<file path="config.mk">
export PLATFORM = sky130hd
export DESIGN_NAME = wb_arbiter_flat
export DESIGN_NICKNAME = d
export VERILOG_FILES = /design/src/rtl/wb_arbiter_if.sv /design/src/rtl/wb_arbiter.sv /design/src/flat_wrapper.sv
export SDC_FILE = /design/constraint.sdc
export NUM_CORES = 1
export LEC_CHECK = 0
export ABC_AREA = 0
export CAP_MARGIN = 20
export CORE_UTILIZATION = 51
export CTS_BUF_LIST = sky130_fd_sc_hd__clkbuf_4 sky130_fd_sc_hd__clkbuf_8
export DETAILED_ROUTE_END_ITERATION = 8
export GPL_TIMING_DRIVEN = 0
export MAX_ROUTING_LAYER = met4
export PLACE_DENSITY = 0.82
export SLEW_MARGIN = 30
export SYNTH_ARGS = -nofsm -noshare
export SYNTH_HDL_FRONTEND = slang
export SYNTH_SLANG_ARGS = --single-unit
</file>
<file path="constraint.sdc">
create_clock -name clk -period 3.07 [get_ports clk]
set_clock_uncertainty 0.1 [all_clocks]
set_input_delay 0.7675 -clock clk [delete_from_list [all_inputs] [get_ports clk]]
set_output_delay 0.7675 -clock clk [all_outputs]
set_load 0.01 [all_outputs]
</file>
<file path="src/rtl/wb_arbiter_if.sv">
// Writeback arbiter bus: pipeline result, multi-cycle handshake, register file port and status.
interface wb_arbiter_if #(
  parameter int unsigned XLEN  = 32,
  parameter int unsigned DEPTH = 2
);
  localparam int unsigned CW = $clog2(DEPTH) + 1;

  logic            pipe_wen;
  logic [4:0]      pipe_rd;
  logic [XLEN-1:0] pipe_data;

  logic            mc_valid;
  logic            mc_ready;
  logic [4:0]      mc_rd;
  logic [XLEN-1:0] mc_data;

  logic [4:0]      rd_addr;
  logic [XLEN-1:0] rd_data;
  logic            rd_wen;

  logic            pipe_stall;
  logic [CW-1:0]   fifo_count;

  // Result producers and register file observer side
  modport master (
    output pipe_wen, pipe_rd, pipe_data,
    output mc_valid, mc_rd, mc_data,
    input  mc_ready,
    input  rd_addr, rd_data, rd_wen,
    input  pipe_stall, fifo_count
  );

  // Arbiter side
  modport slave (
    input  pipe_wen, pipe_rd, pipe_data,
    input  mc_valid, mc_rd, mc_data,
    output mc_ready,
    output rd_addr, rd_data, rd_wen,
    output pipe_stall, fifo_count
  );
endinterface

</file>
<file path="src/rtl/wb_arbiter.sv">
// Merges pipeline writeback and buffered multi-cycle results onto one register file write port.
module wb_arbiter #(
  parameter int unsigned XLEN         = 32,
  parameter int unsigned DEPTH        = 2,
  parameter int unsigned STARVE_LIMIT = 4
) (
  input  logic         clk,
  input  logic         reset_n,
  wb_arbiter_if.slave  bus
);
  localparam int unsigned PW = $clog2(DEPTH);
  localparam int unsigned CW = $clog2(DEPTH) + 1;
  localparam int unsigned SW = $clog2(STARVE_LIMIT + 1);

  typedef struct packed {
    logic [4:0]      rd;
    logic [XLEN-1:0] data;
  } entry_t;

  entry_t          mem [DEPTH];
  logic [PW-1:0]   head;
  logic [PW-1:0]   tail;
  logic [CW-1:0]   count;
  logic [SW-1:0]   starve_cnt;

  logic            rd_wen_q;
  logic [4:0]      rd_addr_q;
  logic [XLEN-1:0] rd_data_q;

  logic            fifo_empty;
  logic            ready;
  logic            stall;
  logic            pipe_req;
  logic            push;
  logic            pop;
  logic            take_pipe;
  entry_t          head_entry;

  // Arbitration: a stall forces the FIFO head out; otherwise the pipeline wins
  always_comb begin
    fifo_empty = (count == '0);
    ready      = reset_n && (count < CW'(DEPTH));
    stall      = (starve_cnt == SW'(STARVE_LIMIT));
    pipe_req   = bus.pipe_wen && (bus.pipe_rd != 5'd0);
    push       = bus.mc_valid && ready && (bus.mc_rd != 5'd0);
    pop        = !fifo_empty && (stall || !pipe_req);
    take_pipe  = pipe_req && !pop;
    head_entry = mem[head];
  end

  // Result storage; x0 results are accepted but never written here
  always_ff @(posedge clk) begin
    if (push) begin
      mem[tail] <= '{rd: bus.mc_rd, data: bus.mc_data};
    end
  end

  // FIFO pointers and occupancy; pointers wrap naturally since DEPTH is a power of two
  always_ff @(posedge clk or negedge reset_n) begin
    if (!reset_n) begin
      head  <= '0;
      tail  <= '0;
      count <= '0;
    end else begin
      if (push) begin
        tail <= tail + PW'(1);
      end
      if (pop) begin
        head <= head + PW'(1);
      end
      count <= count + CW'(push) - CW'(pop);
    end
  end

  // Counts consecutive arbitration losses of the FIFO head, saturating at the stall threshold
  always_ff @(posedge clk or negedge reset_n) begin
    if (!reset_n) begin
      starve_cnt <= '0;
    end else if (pop || fifo_empty) begin
      starve_cnt <= '0;
    end else if (take_pipe && (starve_cnt < SW'(STARVE_LIMIT))) begin
      starve_cnt <= starve_cnt + SW'(1);
    end
  end

  // Register file write port; address and data hold when no write is issued
  always_ff @(posedge clk or negedge reset_n) begin
    if (!reset_n) begin
      rd_wen_q  <= 1'b0;
      rd_addr_q <= '0;
      rd_data_q <= '0;
    end else begin
      rd_wen_q <= take_pipe || pop;
      if (take_pipe) begin
        rd_addr_q <= bus.pipe_rd;
        rd_data_q <= bus.pipe_data;
      end else if (pop) begin
        rd_addr_q <= head_entry.rd;
        rd_data_q <= head_entry.data;
      end
    end
  end

  assign bus.mc_ready   = ready;
  assign bus.pipe_stall = stall;
  assign bus.fifo_count = count;
  assign bus.rd_wen     = rd_wen_q;
  assign bus.rd_addr    = rd_addr_q;
  assign bus.rd_data    = rd_data_q;

endmodule
</file>
<file path="src/flat_wrapper.sv">
// flat-port wrapper written by rule: the top's interface ports become plain ports
module wb_arbiter_flat 
#(
  parameter int unsigned XLEN         = 32,
  parameter int unsigned DEPTH        = 2,
  parameter int unsigned STARVE_LIMIT = 4
)
  (clk, reset_n, bus_pipe_wen, bus_pipe_rd, bus_pipe_data, bus_mc_valid, bus_mc_rd, bus_mc_data, bus_mc_ready, bus_rd_addr, bus_rd_data, bus_rd_wen, bus_pipe_stall, bus_fifo_count);
  wb_arbiter_if #(.XLEN(XLEN), .DEPTH(DEPTH)) bus_i ();
  input  logic clk;
  input  logic reset_n;
  input wire logic [$bits(bus_i.pipe_wen)-1:0] bus_pipe_wen;
  input wire logic [$bits(bus_i.pipe_rd)-1:0] bus_pipe_rd;
  input wire logic [$bits(bus_i.pipe_data)-1:0] bus_pipe_data;
  input wire logic [$bits(bus_i.mc_valid)-1:0] bus_mc_valid;
  input wire logic [$bits(bus_i.mc_rd)-1:0] bus_mc_rd;
  input wire logic [$bits(bus_i.mc_data)-1:0] bus_mc_data;
  output wire logic [$bits(bus_i.mc_ready)-1:0] bus_mc_ready;
  output wire logic [$bits(bus_i.rd_addr)-1:0] bus_rd_addr;
  output wire logic [$bits(bus_i.rd_data)-1:0] bus_rd_data;
  output wire logic [$bits(bus_i.rd_wen)-1:0] bus_rd_wen;
  output wire logic [$bits(bus_i.pipe_stall)-1:0] bus_pipe_stall;
  output wire logic [$bits(bus_i.fifo_count)-1:0] bus_fifo_count;
  assign bus_i.pipe_wen = bus_pipe_wen;
  assign bus_i.pipe_rd = bus_pipe_rd;
  assign bus_i.pipe_data = bus_pipe_data;
  assign bus_i.mc_valid = bus_mc_valid;
  assign bus_i.mc_rd = bus_mc_rd;
  assign bus_i.mc_data = bus_mc_data;
  assign bus_mc_ready = bus_i.mc_ready;
  assign bus_rd_addr = bus_i.rd_addr;
  assign bus_rd_data = bus_i.rd_data;
  assign bus_rd_wen = bus_i.rd_wen;
  assign bus_pipe_stall = bus_i.pipe_stall;
  assign bus_fifo_count = bus_i.fifo_count;
  wb_arbiter #(.XLEN(XLEN), .DEPTH(DEPTH), .STARVE_LIMIT(STARVE_LIMIT)) u_core (.clk(clk), .reset_n(reset_n), .bus(bus_i));
endmodule
</file>
# [Word level (Yosys, flattened, before mapping)]
# Memory sizes are Yosys's and may differ from the RTL's.
# Cells that the tools add are included.
# W data, S select, Z words.
[totals] word_cells=42 register_bits=45 memories=1 inputBits=78 ramBits=74
[classes] muxes=8 order_cmp=2 n_addsub=5 n_reduce_logical=18 n_eq_ne=1
[mem_list] name="u_core.mem" depth=2 width=37 rd=1 rd_ports_with_merged_regs=0 wr=1 line_no="wb_arbiter.sv:20" source="entry_t mem [DEPTH];"
[ops] cell="$mux W32" n=2
[ops] cell="$mux W5" n=2
[ops] cell="$reduce_bool A5 Y1" n=2
[ops] cell="$logic_and A1 B1 Y1" n=7
[ops] cell="$mux W3" n=2
[ops] cell="$reduce_bool A2 Y1" n=2
[ops] cell="$add A3 B1 Y3 const B" n=1
[ops] cell="$eq A3 B3 Y1 const B" n=1
[ops] cell="$logic_not A1 Y1" n=3
[ops] cell="$logic_or A1 B1 Y1" n=3
[ops] cell="$lt A3 B3 Y1 const B" n=1
[ops] cell="$add A1 B1 Y1 const B" n=2
[ops] cell="$add A2 B1 Y2" n=1
[ops] cell="$logic_not A2 Y1" n=1
[ops] cell="$lt A2 B2 Y1 const B" n=1
[ops] cell="$mux W1" n=2
[ops] cell="$sub A2 B1 Y2" n=1

# [Logic depth before layout (Yosys ltp)]
[logic_depth] word_depth=10 depth_mapped=10

# [Worst setup path after synthesis]
# Ideal clock, no wire load.
[synth_path] path_kind="in2reg" start="input port reset_n" end="memory u_core.mem[0][0] (netlist name), enable pin" stages=3 required_time_ns=2.539 t_arrival_ns=2.795 path_slack_ns=-0.256 setup_time_ns=0.431 cell_sequence="nor2b_1 -> o211ai_1 -> nor2_1"
[synth_between] elab_chain_cells=5
[synth_rtl] item="from (decl)" line_no="flat_wrapper.sv:11" source="input logic reset_n;"
[synth_rtl] item="$logic_and A1 B1 Y1" line_no="wb_arbiter.sv:42" source="ready = reset_n && (count < CW'(DEPTH));"
[synth_rtl] item="$logic_and A1 B1 Y1 (2 in a row)" line_no="wb_arbiter.sv:45" source="push = bus.mc_valid && ready && (bus.mc_rd != 5'd0);"
[synth_rtl] item="$mux W1" line_no="wb_arbiter.sv:53" source="if (push) begin"
[synth_rtl] item="$mux W1 (implied by the code)" line_no="wb_arbiter.sv:54" source="mem[tail] <= '{rd: bus.mc_rd, data: bus.mc_data};"
[synth_rtl] item="to (decl)" line_no="wb_arbiter.sv:20"
# No other way between the ends.

# [Worst setup path after layout]
[layout_path] start="input port bus_mc_rd[0]" end="memory u_core.mem[1][0] (netlist name), enable pin"
[layout_between] elab_chain_cells=4
[layout_rtl] item="from (decl)" line_no="flat_wrapper.sv:16" source="input wire logic [$bits(bus_i.mc_rd)-1:0] bus_mc_rd;"
[layout_rtl] item="$reduce_bool A5 Y1" line_no="wb_arbiter.sv:45"
[layout_rtl] item="$logic_and A1 B1 Y1" line_no="wb_arbiter.sv:45"
[layout_rtl] item="$mux W1" line_no="wb_arbiter.sv:53"
[layout_rtl] item="$mux W1 (implied by the code)" line_no="wb_arbiter.sv:54"
# No other way between the ends.

==> run_results.csv <==
group,metric,value,unit
grt,grt_use_total,0.2349,
clock_tree,cts_made_buffers,17,
layout,final.fill_count,624,
run_status,run_status,"finished, final reports clean",
synthesis,synth-edff-count,74,
synthesis,syn-cell-area,0.004876,mm^2
routing,routed_wl,10.78,mm
worst_setup_path,worst_setup_path_start_kind,"primary input",
clock_tree,cts_root_buf,"clkbuf_8",
grt,grt_max_degree,47,
routing,drt_first_pass_iters,5,
die,die_x,99.78,um
power,power_leakage,2.530,nW
synthesis,synthArstFlopShare,0.3782,
clock_tree,cts_hold_buffers,0,
synthesis,synthAdderAreaFrac,0.01026,
synthesis,ys.flop_type,"edfxtp_1",
clock_tree,worstSkewPairLatency,0.43,ns
placed_design,place_area,0.006290,mm^2
sta,finalSetupViolCount,0,
routing,vias_per_cell,5.538,
worst_setup_path,crit_slowest_cell,"or4_1",
layout,multi_input_area,0.001378,mm^2
worst_setup_path,critical_path_class,"in -> reg",
power,p_per_area,813.4,mW/mm^2
worst_setup_path,arrival,3.02,ns
placed_design,dpl_worst_slack,-0.3057,ns
worst_setup_path,r2r-start,"u_core.bus.fifo_count[1]",
die,io_pins,120,
placed_design,io_buffers,119,
worst_setup_path,cp.required,3.14,ns
die,die_y,99.78,um
synthesis,ys_types,32,
synthesis,yosys_warnings,0,
synthesis,synth.area.mux_share,0.07596,
synthesis,yosysSeqAreaShare,0.6867,
placed_design,dpl.hpwl,7.673,mm
clock_tree,cts_resized,3,
grt,grt_pass1_vias,3386,
sta,hold_viol_final,0,
layout,fin_area,0.006728,mm^2
routing,drt-initial-drc-count,155,
synthesis,syn-num-nets,372,
grt,antenna_found_initial,0,
hold_path,hold_path_class,"in -> async",
die,floorplan.initialDensity,0.5277,
power,worst_ir_drop_vdd,0.0004253,V
routing,num_vias,3168,
layout,drive_gt1_frac,0.1851,
layout,diodes,0,
worst_setup_path,cp-startpoint,"bus_mc_rd[0]",
sta,worstMarginPinSlew,0.7222,ns
worst_setup_path,worst_path_largest_cell_delay,0.57,ns
die,die_area,0.009956,mm^2
sta,fin_ws,0.1163,ns
layout,final_cell_mix,"clkdlybuf4s50_1 (118), edfxtp_1 (74), dfrtp_1 (45)",
layout,area_growth,37.98,%
synthesis,synthSimpleGateAreaFrac,0.01617,
sta,fmax,338.6,MHz
sta,maxSlewHeadroom,0.5186,
layout,register_area,0.003348,mm^2
routing,drc_errors,0,
sta,rsz0062_at_grt,"no",
synthesis,synth_compound_area_frac,0.1706,
synthesis,post-synth-top-area-cell,"edfxtp_1",
power,power,0.005472,W
clock_tree,htree_num_levels,4,
synthesis,synth_area_per_cell,16.81,um^2
layout,final_nets,512,
grt,gr-total-overflow,0,
placed_design,dp_cells,540,
die,coreArea,0.009240,mm^2
worst_setup_path,crit_path_max_fanout,20,
placed_design,gp_congestion,0.7981,
synthesis,post-synth-top-area-fraction,0.4557,
die,num_rows,35,
clock_tree,cts_setup_buffers,0,
synthesis,ys_top_cells_by_area,"edfxtp_1 (46%), dfrtp_1 (23%), mux2i_1 (7.6%)",
synthesis,synth_top_family_by_area,"compound AO/OA/AOI/OAI gates",
run,drv_cap,0,
synthesis,synthCells,290,
worst_setup_path,critPathCaptureType,"register",
synthesis,synth_seq_cells,119,
sta,slew_violations,0,
layout,layout.cells.non_filler,572,
clock_tree,clk_path_buf_depth,2,
sta,holdWs,0.1357,ns
clock_tree,numClockSinks,119,
routing,wl_per_cell,18.84,um
clock_tree,cts_tree,"yes",
sta,final.period_utilization,0.9621,
synthesis,synth_xor_area_frac,0.007185,
routing,ant_nets,0,
worst_setup_path,path_cells,"clkdlybuf4s50_1 -> or4_1 -> o211ai_1 -> inv_1 -> and2_2 -> buf_16",
clock_tree,clkSlewWorstSetupHoldPaths,0.08,ns
grt,grt_pass1_wl,16.84,mm
sta,final.min_clock_period,2.954,ns
layout,layout_commonest_cell,"clkdlybuf4s50_1",
[state kept, by name (all words and copies together) (netlist names)]
| name | flops |
|---|---|
| u_core.bus.rd_addr | 5 |
| u_core.mem | 74 |
| u_core.starve_cnt | 3 |
| u_core.bus.rd_data | 32 |
| u_core.head | 1 |
| u_core.bus.rd_wen | 1 |
| u_core.tail | 1 |
| u_core.bus.fifo_count | 2 |
[power breakdown]
group | total, W | internal (W) | switching, W
Clock | 0.00148 | 0.000831 | 0.000646
Sequential | 0.00222 | 0.00204 | 0.000184
Combinational | 0.00178 | 0.000915 | 0.000861
[layout make-up]
class / instances / share of cell area
multi-input cells: 141 / 0.2048
repair buffers: 121 / 0.1854
clock inverters: 14 / 0.02585
inverters: 9 / 0.005021
plain buffers: 21 / 0.02046
flip-flops and latches: 119 / 0.4977
clock buffers: 18 / 0.03682
well taps: 129 / 0.02399
[synthesized netlist by cell type (2+ instances only)]
| cell type | instances |
|---|---|
| a211oi_1 | 5 |
| a211oi_2 | 27 |
| a221o_1 | 32 |
| a22oi_1 | 5 |
| and3_1 | 2 |
| buf_2 | 9 |
| buf_6 | 2 |
| buf_8 | 2 |
| clkbuf_1 | 7 |
| dfrtp_1 | 45 |
| edfxtp_1 | 74 |
| ha_1 | 4 |
| inv_1 | 9 |
| mux2i_1 | 37 |
| nand2_1 | 2 |
| nor2_1 | 2 |
| o21a_1 | 3 |
| o21ai_0 | 6 |
| xnor2_1 | 4 |
[critical path: cells and delay by family]
family | cells | cell delay [ns]
AOI/OAI and AO/OA | 1 | 0.42
buffers and inverters | 3 | 0.83
and+or+nand+nor | 2 | 0.98
[cells by family after synthesis]
family | after synthesis
multiplexers | 37
adder cells (fa/ha/maj) | 4
AO/OA/AOI/OAI | 83
AND/OR/NAND/NOR | 13
XOR/XNOR | 4
flip-flops | 119
buffers and inverters | 30
[per-layer routing]
metal  share of wire  vias up  track usage
met2            0.51      107       0.3873
met5               0        -            -
met1            0.41     1572       0.2792
li1                -     1457            -
met4           0.028        0       0.1075
met3           0.049       32      0.04875
[worst paths after layout]
path	to	slack (ns)	depth (start not counted)
setup / recovery	u_core.mem[1][0]	0.12	6
hold / removal	u_core.bus.rd_addr[2]	0.14	1
setup reg to reg	u_core.bus.rd_data[15]	0.72	5
hold reg to reg	u_core.bus.rd_data[5]	0.41	1
max in group asynchronous	u_core.bus.rd_data[0]	2.37	1
min in group clk	u_core.bus.rd_data[5]	0.41	1
[through the flow]
stage          TNS (ns)  utilization
2_1_floorplan         0            -
3_3_place_gp    -169.36       0.6743
3_5_place_dp     -8.439       0.6807
4_1_cts               0       0.7274
5_1_grt               0       0.7281
6_report              0       0.7281
Note: power is estimated with default switching activity, not from simulation.
